`src/rtl/ultrasonido_pkg.sv`:
```
`default_nettype none
// ============================================================================
//  Module      : ultrasonido_pkg
//  Description : Shared types and constants for the ultrasonic sensor
//                sequencer. It holds the FSM state encoding and the default
//                timing constants for a 50 MHz clock. It also provides the
//                helper that picks the next enabled sensor.
//  Revision    : 1.0 - initial release
// ============================================================================
package ultrasonido_pkg;

    typedef enum logic [2:0] {
        IDLE      = 3'd0,
        TRIG      = 3'd1,
        WAIT_RISE = 3'd2,
        MEASURE   = 3'd3,
        GAP       = 3'd4
    } state_t;

    // Defaults for a 50 MHz system clock
    localparam int c_trig_cycles  = 500;      // 10 us trigger pulse
    localparam int c_echo_timeout = 1900000;  // 38 ms max wait / echo width
    localparam int c_period       = 3000000;  // 60 ms trigger-to-trigger

    localparam int c_id_w        = 2;
    localparam int c_max_sensors = 4;

    // Returns the first sensor whose mask bit is set. The search is circular
    // and starts at cur, or at cur+1 when skip_cur is set. If no bit is set,
    // cur is returned unchanged and the caller decides what to do.
    function automatic logic [c_id_w-1:0] pick_sensor(
        input logic [c_max_sensors-1:0] mask,
        input logic [c_id_w-1:0]        cur,
        input int                       n,
        input logic                     skip_cur
    );
        int   start;
        int   idx;
        logic found;
        pick_sensor = cur;
        found       = 1'b0;
        start       = int'(cur) + (skip_cur ? 1 : 0);
        for (int k = 0; k < c_max_sensors; k++) begin
            idx = (start + k) % n;
            if (k < n && !found && mask[idx[1:0]]) begin
                pick_sensor = idx[1:0];
                found       = 1'b1;
            end
        end
    endfunction

endpackage
`default_nettype wire

```
`src/rtl/echo_sync.sv`:
```
`default_nettype none
// ============================================================================
//  Module      : echo_sync
//  Description : Two-flop synchronizer for one raw echo line. A third
//                registered copy provides single-cycle rise and fall pulses.
//  Ports       : clk     - system clock, rising edge
//                rst_n   - asynchronous active-low reset, all flops clear to 0
//                i_echo  - raw asynchronous echo input
//                o_level - synchronized echo level
//                o_rise  - synchronized level went 0 -> 1 this cycle
//                o_fall  - synchronized level went 1 -> 0 this cycle
//  Revision    : 1.0 - initial release
// ============================================================================
module echo_sync (
    input  logic clk,
    input  logic rst_n,
    input  logic i_echo,
    output logic o_level,
    output logic o_rise,
    output logic o_fall
);

    logic r_meta;
    logic r_sync;
    logic r_prev;

    always_ff @(posedge clk or negedge rst_n) begin
        if (!rst_n) begin
            r_meta <= 1'b0;
            r_sync <= 1'b0;
            r_prev <= 1'b0;
        end else begin
            r_meta <= i_echo;
            r_sync <= r_meta;
            r_prev <= r_sync;
        end
    end

    assign o_level = r_sync;
    assign o_rise  = r_sync & ~r_prev;
    assign o_fall  = ~r_sync & r_prev;

endmodule
`default_nettype wire

```
`src/rtl/ultrasonido_sched.sv`:
```
`default_nettype none
// ============================================================================
//  Module      : ultrasonido_sched
//  Description : Round-robin measurement sequencer for up to four ultrasonic
//                range sensors that share one echo-width timer. For each
//                sensor in turn it pulses the trigger, waits for the echo to
//                rise, and times the echo high width. Each result appears as
//                a one-cycle strobe with the sensor ID and a timeout flag.
//  Ports       : CLKOUT1      - system clock, rising edge
//                reset        - asynchronous active-low reset
//                enable       - scanning runs while high
//                echo         - raw asynchronous echo lines
//                sensor_mask  - per-sensor scan enable; present only when
//                               ULTRASONIDO_SCAN_MASK_EN is defined
//                trigger      - one-hot registered trigger pulses
//                dist_valid   - one-cycle result strobe
//                dist_id      - sensor index of the result
//                dist_cycles  - measured echo width in cycles
//                dist_timeout - result is a timeout (qualified by dist_valid)
//                busy         - high in every state except IDLE
//  Config      : ULTRASONIDO_SCAN_MASK_EN adds sensor_mask. Sensors with a 0
//                mask bit are skipped when selecting the next sensor.
//  Revision    : 1.0 - initial release
// ============================================================================
module ultrasonido_sched
    import ultrasonido_pkg::*;
#(
    parameter int NUM_SENSORS  = 4,
    parameter int TRIG_CYCLES  = c_trig_cycles,
    parameter int ECHO_TIMEOUT = c_echo_timeout,
    parameter int PERIOD       = c_period,
    parameter int CNT_W        = 22
) (
    input  logic                   CLKOUT1,
    input  logic                   reset,
    input  logic                   enable,
    input  logic [NUM_SENSORS-1:0] echo,
`ifdef ULTRASONIDO_SCAN_MASK_EN
    input  logic [NUM_SENSORS-1:0] sensor_mask,
`endif
    output logic [NUM_SENSORS-1:0] trigger,
    output logic                   dist_valid,
    output logic [c_id_w-1:0]      dist_id,
    output logic [CNT_W-1:0]       dist_cycles,
    output logic                   dist_timeout,
    output logic                   busy
);

    // Per-sensor synchronized views, padded to four lanes so that the 2-bit
    // sensor select always indexes a full-width vector.
    logic [c_max_sensors-1:0] w_lvl;
    logic [c_max_sensors-1:0] w_rise;
    logic [c_max_sensors-1:0] w_fall;
    logic [c_max_sensors-1:0] w_mask;

    state_t            r_state;
    logic [CNT_W-1:0]  r_per;
    logic [CNT_W-1:0]  r_cnt;
    logic [c_id_w-1:0] r_sel;
    logic [c_id_w-1:0] w_first;
    logic [c_id_w-1:0] w_next;
    logic              w_any;

    for (genvar g = 0; g < c_max_sensors; g++) begin : g_echo
        if (g < NUM_SENSORS) begin : g_used
            echo_sync u_echo_sync (
                .clk     (CLKOUT1),
                .rst_n   (reset),
                .i_echo  (echo[g]),
                .o_level (w_lvl[g]),
                .o_rise  (w_rise[g]),
                .o_fall  (w_fall[g])
            );
        end else begin : g_unused
            assign w_lvl[g]  = 1'b0;
            assign w_rise[g] = 1'b0;
            assign w_fall[g] = 1'b0;
        end
    end

    for (genvar g = 0; g < c_max_sensors; g++) begin : g_mask
        if (g < NUM_SENSORS) begin : g_on
`ifdef ULTRASONIDO_SCAN_MASK_EN
            assign w_mask[g] = sensor_mask[g];
`else
            assign w_mask[g] = 1'b1;
`endif
        end else begin : g_off
            assign w_mask[g] = 1'b0;
        end
    end

    // When leaving IDLE the current select may itself be used. At the end of
    // GAP the search always starts at the sensor after the current one.
    assign w_any   = |w_mask;
    assign w_first = pick_sensor(w_mask, r_sel, NUM_SENSORS, 1'b0);
    assign w_next  = pick_sensor(w_mask, r_sel, NUM_SENSORS, 1'b1);

    always_ff @(posedge CLKOUT1 or negedge reset) begin
        if (!reset) begin
            r_state      <= IDLE;
            r_per        <= '0;
            r_cnt        <= '0;
            r_sel        <= '0;
            trigger      <= '0;
            dist_valid   <= 1'b0;
            dist_id      <= '0;
            dist_cycles  <= '0;
            dist_timeout <= 1'b0;
            busy         <= 1'b0;
        end else begin
            dist_valid <= 1'b0;
            // The period counter runs from the cycle a trigger phase is
            // entered until the next one, so trigger starts are PERIOD apart.
            r_per <= (r_state == IDLE) ? '0 : r_per + CNT_W'(1);

            case (r_state)
                IDLE: begin
                    if (enable && w_any) begin
                        r_per   <= '0;
                        r_cnt   <= '0;
                        r_sel   <= w_first;
                        r_state <= TRIG;
                        busy    <= 1'b1;
                    end
                end

                // cnt runs 0..TRIG_CYCLES. Trigger is driven high on the
                // TRIG_CYCLES edges before the terminal count.
                TRIG: begin
                    if (r_cnt == CNT_W'(TRIG_CYCLES)) begin
                        trigger <= '0;
                        r_cnt   <= '0;
                        r_state <= WAIT_RISE;
                    end else begin
                        for (int i = 0; i < NUM_SENSORS; i++) begin
                            trigger[i] <= (r_sel == c_id_w'(i));
                        end
                        r_cnt <= r_cnt + CNT_W'(1);
                    end
                end

                // Only a fresh rising edge counts. A level that is already
                // high on entry raised its edge earlier and is ignored until
                // it falls and rises again.
                WAIT_RISE: begin
                    if (w_rise[r_sel]) begin
                        r_cnt   <= CNT_W'(1);
                        r_state <= MEASURE;
                    end else if (r_cnt == CNT_W'(ECHO_TIMEOUT - 1)) begin
                        dist_valid   <= 1'b1;
                        dist_id      <= r_sel;
                        dist_cycles  <= '0;
                        dist_timeout <= 1'b1;
                        r_state      <= GAP;
                    end else begin
                        r_cnt <= r_cnt + CNT_W'(1);
                    end
                end

                // cnt already includes the first high cycle. Each further
                // high cycle adds one, so on the fall cnt equals the width.
                MEASURE: begin
                    if (w_fall[r_sel]) begin
                        dist_valid   <= 1'b1;
                        dist_id      <= r_sel;
                        dist_cycles  <= r_cnt;
                        dist_timeout <= 1'b0;
                        r_state      <= GAP;
                    end else if (w_lvl[r_sel]) begin
                        if (r_cnt == CNT_W'(ECHO_TIMEOUT - 1)) begin
                            dist_valid   <= 1'b1;
                            dist_id      <= r_sel;
                            dist_cycles  <= CNT_W'(ECHO_TIMEOUT);
                            dist_timeout <= 1'b1;
                            r_state      <= GAP;
                        end else begin
                            r_cnt <= r_cnt + CNT_W'(1);
                        end
                    end
                end

                GAP: begin
                    if (r_per >= CNT_W'(PERIOD - 1)) begin
                        r_sel <= w_next;
                        r_cnt <= '0;
                        r_per <= '0;
                        if (enable && w_any) begin
                            r_state <= TRIG;
                        end else begin
                            r_state <= IDLE;
                            busy    <= 1'b0;
                        end
                    end
                end

                default: begin
                    r_state <= IDLE;
                    busy    <= 1'b0;
                    trigger <= '0;
                end
            endcase
        end
    end

endmodule
`default_nettype wire
```
`config.mk`:
```
export PLATFORM = sky130hd
export DESIGN_NAME = ultrasonido_sched
export DESIGN_NICKNAME = d
export VERILOG_FILES = /design/src/rtl/ultrasonido_pkg.sv /design/src/rtl/echo_sync.sv /design/src/rtl/ultrasonido_sched.sv
export SDC_FILE = /design/constraint.sdc
export NUM_CORES = 1
export LEC_CHECK = 0
export ABC_AREA = 1
export CAP_MARGIN = 20
export CORE_ASPECT_RATIO = 1.25
export CORE_MARGIN = 1.5
export CORE_UTILIZATION = 50
export CTS_CLUSTER_SIZE = 16
export DETAILED_ROUTE_END_ITERATION = 12
export PLACE_DENSITY_LB_ADDON = 0.05
export SLEW_MARGIN = 10
export SYNTH_ARGS = -nofsm -noshare
export SYNTH_HDL_FRONTEND = slang
export SYNTH_SLANG_ARGS = --single-unit
```
`constraint.sdc`:
```
create_clock -name CLKOUT1 -period 2.1 [get_ports CLKOUT1]
set_input_delay 0.21 -clock CLKOUT1 [delete_from_list [all_inputs] [get_ports CLKOUT1]]
set_output_delay 0.21 -clock CLKOUT1 [all_outputs]
set_load 0.02 [all_outputs]
```
* Yosys cells after proc, flatten, opt, wreduce, memory -nomap -nowiden *
Index checks and enable logic that the tools add are counted.

storage, ports and cells
  output and inout port bits = 31
  register bits = 92
  logic and storage cells = 185
  input bits = 7

cells by class
  reduce and logical (&&, ||, !) cells = 25
  add/sub/neg operators = 8
  bitwise gates (word level) = 17
  multiplexer cells = 84
  equal/unequal tests = 21
  order comparisons = 8

operators by type and width
  cell                     count
  $mux W22                 15
  $pmux W22 S5             1
  $pmux W22 S2             2
  $add A22 B1 Y22 const B  2
  $mux W1                  28
  $mux W2                  13
  $eq A22 B21 Y1 const B   1
  $eq A22 B9 Y1 const B    1
  $ge A22 B22 Y1 const B   1
  $lt A2 B3 Y1 const B     7
  $mux W3                  7
  $bmux W1 S2              10
  $ne A2 B2 Y1 const B     8
  $pmux W3 S5              1
  $reduce_and A5 Y1        3
  $not A1 Y1               9
  $add A2 B2 Y2 const B    4
  $and A1 B1 Y1            8
  $pmux W2 S2              2
  $pmux W4 S2              1
  $reduce_and A4 Y1        2
  $eq A3 B2 Y1 const B     2
  $logic_and A1 B1 Y1      6
  $logic_not A1 Y1         6
  other kinds (18)         23

* Longest topological paths before layout *
  depth in word-level cells = 15
  depth in mapped cells = 13
  mapped depth without buffers = 13

* Modules after synthesis *
Synthesis repeated with hierarchy kept, for this count alone.

second synthesis, totals
  cells, all modules = 748
  area, all modules = 5363.9 sq um

by module, submodules not included
  module             area an instance (sq um)  seq. area each (sq um)  cells an instance  instances
  ultrasonido_sched  5003.5                    2001.9                  720                1
  echo_sync          90.1                      75.1                    7                  4

* Worst setup path before layout *
OpenSTA, ideal clock, no wires.

  path kind = register -> register
  from = reg r_per[0]
  to = reg r_cnt[15]
  data arrival time = 1.547 ns
  path buffers = 1
  clock period less this slack = 1.670 ns
  library setup time = 0.123 ns
  stages on the path, launching flop included = 12
  required time = 1.977 ns
  slack = 0.430 ns
  cell sequence = dfrtp_1 > ha_1 > nand3_1 > nor3_2 > nand3_1 > nand2_2 > nand2_2 > nor2_4 > inv_4 > buf_6 > nand2_1 > nand2_1

on the way
  cells in the longest elaborated chain, start to end = 3

ends and longest elaborated chain
  item                         line                      RTL
  start, declared              ultrasonido_sched.sv:57   logic [CNT_W-1:0] r_per;
  start signal, assigned       ultrasonido_sched.sv:115  r_per <= (r_state == IDLE) ? '0 : r_per + CNT_W'(1);
  $ge A22 B22 Y1               ultrasonido_sched.sv:184  if (r_per >= CNT_W'(PERIOD - 1)) begin
  $ne A2 B2 Y1 (no line)       -
  $reduce_and A5 Y1 (no line)  -
  end signal, assigned         ultrasonido_sched.sv:139  r_cnt <= r_cnt + CNT_W'(1);
  end signal, assigned         ultrasonido_sched.sv:157  r_cnt <= r_cnt + CNT_W'(1);
  end signal, assigned         ultrasonido_sched.sv:178  r_cnt <= r_cnt + CNT_W'(1);
  end, declared                ultrasonido_sched.sv:58   logic [CNT_W-1:0] r_cnt;

Every way passes these cells.
A chain may end at the register's enable or synchronous reset.

* Worst setup path after layout *
  from = reg r_cnt[1]
  to = reg r_cnt[16]

on the way
  cells in the longest elaborated chain, start to end = 5
  elaborated cells between the ends (all ways) = 9
  those cells by class = add/sub: 1; eq/ne: 2; mux: 6

ends and longest elaborated chain
  item                                               line                                                RTL
  $add A22 B1 Y22 or $eq A22 B21 Y1 (tied branches)  -
  $mux W22                                           ultrasonido_sched.sv:150, ultrasonido_sched.sv:171
  $mux W22                                           ultrasonido_sched.sv:170                            end else if (w_lvl[r_sel]) begin
  $mux W22                                           ultrasonido_sched.sv:164                            if (w_fall[r_sel]) begin
  $pmux W22 S5 (*)                                   ultrasonido_sched.sv:117                            case (r_state)

Every way passes the cells marked *; elsewhere a longest branch is shown, timed or not. The select of a mux whose other input is x is not followed.

==> summary.txt <==
Setup path
  – Worst EP arrival: roughly 2200 ps
  – Reg2reg start: r_cnt[1]
  – WP data required: 2340 ps
  – Startpoint Class: register
  – R2R cell count: 9
  – WS Path Type: register to register
  – Reg2reg setup slack: 150 ps
  – CP Capture Type: register
  – CP Launch Point: r_cnt[1]
  – RR Endpoint: r_cnt[16]
  – Max FO, Critical Path: 6

Global route
  – Grt ovf: 0
  – Largest net degree at the start of global routing: 47
  – Vias in the first global route: 4673
  – Initial antenna violation count: 0
  – GRT Util Overall: 0.266
  – First-pass GRT wire length: between 20 and 25 mm

Place
  – Pre-CTS WS: 55.5 ps
  – Routability Congestion: 1.02
  – Number of port buffers: 37
  – Dpl cells: 905
  – Placed Instance Area: around 6000 um2
  – Hpwl dp: 10.3 mm

Cells and area
  – Filler cells: 954
  – Non-Filler Instances: 924
  – Inserted Diodes: 0
  – Layout cells sized above 1: 0.112
  – Layout area overhead: 20.8%
  – Reg area: 2300 um2
  – Fin area: 6280 um2
  – Nets: 804
  – Area of the multi-input gates: 2520 um2

Flow run
  – Maxcap violations: 0

Routing
  – Routed len/inst: ~15 um
  – Via-per-instance ratio: 5.28
  – DRC: 0
  – 1st-pass router iterations: 5
  – Vias: 4876
  – Total wire length: 13.7 mm
  – Initial detailed-routing violation count: just over 300
  – Antenna viol nets, final: 0

STA
  – Max Clk Rate: roughly 0.5 GHz
  – Hold Violations, Final: 0
  – Final setup fails: 0
  – Tightest Pin Transition: 649 ps
  – Setup Skew: 8.07 ps
  – Fin. max-slew vios: 0
  – Max-slew headroom: 0.568
  – PnR worst setup slack: 150 ps
  – Min cycle time layout: 1950 ps
  – Tcrit/Tclk final: 0.929

Outcome
  – Outcome: finished clean

Floorplan
  – DIE AREA: ~11000 um2
  – Die height: 117 um
  – # IOs: 38
  – Row cnt: 41
  – Initial Utilization: 0.514
  – Core area: 10100 um2
  – Die W: 94.2 um

CTS
  – Clock buffer depth: 2
  – Sink Count: 92
  – CTS Buf Count: 9
  – Clock transition at the registers of the reported paths: 70 ps
  – Maximum level of the CTS H-tree: 3
  – Skew-Pair Late Insertion Delay: 350 ps
  – CTS tree: done
  – CTS root buf: clkbuf_16

Yosys
  – Flop and latch count out of synthesis: 92
  – Syn Inst Count: 721
  – Syn Area/Cell: a little over 7 um2
  – Post-Syn Nets: 735
  – Mapped Area: 5200 um2
  – Warnings, synthesis: 0
  – Sequential element share of the synthesized area: 0.443
  – Unique cell type count in the Yosys netlist: 30

Worst hold path
  – Hold Crit Start: echo[2]
  – Hold path cells: 1
  – Min-Delay Endpoint: g_echo[2].g_used.u_echo_sync.r_meta
  – Worst Hold Class: input port to register

Power and ir drop
  – Power density cells: 1070 nW/um2
  – Worst vdd ir: 0.666 mV
  – Pleak: 3.11 nW
[synthesized netlist by cell type (all sizes together)]
| cell type | number | share of area |
|---|---|---|
| buf | 14 | 0.022 |
| or2 | 1 | 0.0012 |
| xor2 | 13 | 0.022 |
| a21oi | 25 | 0.025 |
| nand3 | 63 | 0.062 |
| o21ai | 29 | 0.028 |
| and2 | 1 | 0.0012 |
| nor3 | 16 | 0.017 |
| xnor2 | 3 | 0.0051 |
| dfrtp | 92 | 0.44 |
| clkbuf | 1 | 0.00072 |
| nand4 | 16 | 0.019 |
| nor2 | 86 | 0.071 |
| inv | 72 | 0.053 |
| nand2 | 275 | 0.20 |
| ha | 7 | 0.017 |
| nor3b | 3 | 0.0043 |
| a31oi | 2 | 0.0024 |
| nand3b | 2 | 0.0029 |
[layout by cell type, fill, tap and decap left out, drive strengths merged, types with 9 or more instances in the layout]
cell,Yosys,layout
nand3,63,63
o21ai,29,29
a21oi,25,25
dfrtp,92,92
nor3,16,16
nand2,275,275
clkbuf,1,9
clkdlybuf4s50,0,36
inv,72,73
buf,14,36
nor2,86,86
xor2,13,13
nand4,16,16
[cells by family after synthesis]
logic type               count (synthesis)  synth area share
XOR/XNOR                                16            0.0270
buffers and inverters                   87            0.0754
AO/OA/AOI/OAI                           56            0.0551
AND/OR/NAND/NOR                        463             0.383
adder cells (fa/ha/maj)                  7            0.0169
flip-flops                              92             0.443
[layout make-up]
cell class / count / share of cell area
clock buffer: 9 / 0.0359
clock inverter: 7 / 0.0195
inverter: 72 / 0.0439
multi-input combinational: 542 / 0.402
sequential: 92 / 0.367
tap: 129 / 0.0257
timing repair buffer: 73 / 0.106
[flip-flops by register name, summed over array words and instances, names as in the netlist]
signal,cells
r_cnt,22
dist_id,2
r_per,22
trigger,4
g_echo.g_used.u_echo_sync.r_prev,4
dist_timeout,1
r_sel,2
g_echo.g_used.u_echo_sync.o_level,4
g_echo.g_used.u_echo_sync.r_meta,4
r_state,3
busy,1
dist_valid,1
dist_cycles,22
[per-stage QoR]
stage                      util  power, mW  hold WS [ps]  setup TNS (ps)
after detailed placement  0.582       4.80           279               0
after CTS                 0.617       6.73           282               0
final                     0.621       6.72           296               0
after global placement    0.582       4.76           276               0
after floorplan               -       3.83         -85.6               0
after global routing      0.621       7.11           291           -2.70
[power by group]
part | switching (mW) | internal [mW] | leakage, nW
sequential | 0.243 | 2.05 | 1.23
combinational | 1.59 | 0.932 | 1.72
clock | 0.734 | 1.17 | 0.162
[critical path, cell delays in order, from the launching register on]
cell and delay (ps):
dfrtp_1 430, ha_1 260, nand2_1 110, nor2_2 200, inv_2 70, nor2_2 250, nand4_1 210, xnor2_1 170
nand3_1 90, nand2_1 60
[per-layer routing]
metal,part of all wire,track usage,vias to the layer above
met4,0.036,0.138,0
li1,-,-,2418
met2,0.51,0.461,129
met5,0,0,-
met3,0.039,0.0381,35
met1,0.41,0.322,2294
[how the worst max path moves through the flow]
stage | slack, ps | endpoint | cells past startpoint
after detailed placement | 60 | dist_cycles[3] | 11
after global routing | -3 | r_cnt[4] | 10
after global placement | 120 | dist_id[0] | 11
after floorplan | 430 | r_cnt[15] | 11
final | 150 | r_cnt[16] | 9
after CTS | 20 | dist_cycles[3] | 11
[timing repair]
action	CTS	global route
setup endpoints to repair	0	43
gates resized for setup	0	5
buffers inserted	0	2
hold buffers	1	0
hold endpoints to repair	44	0
Power figures use the tool's default switching activity.
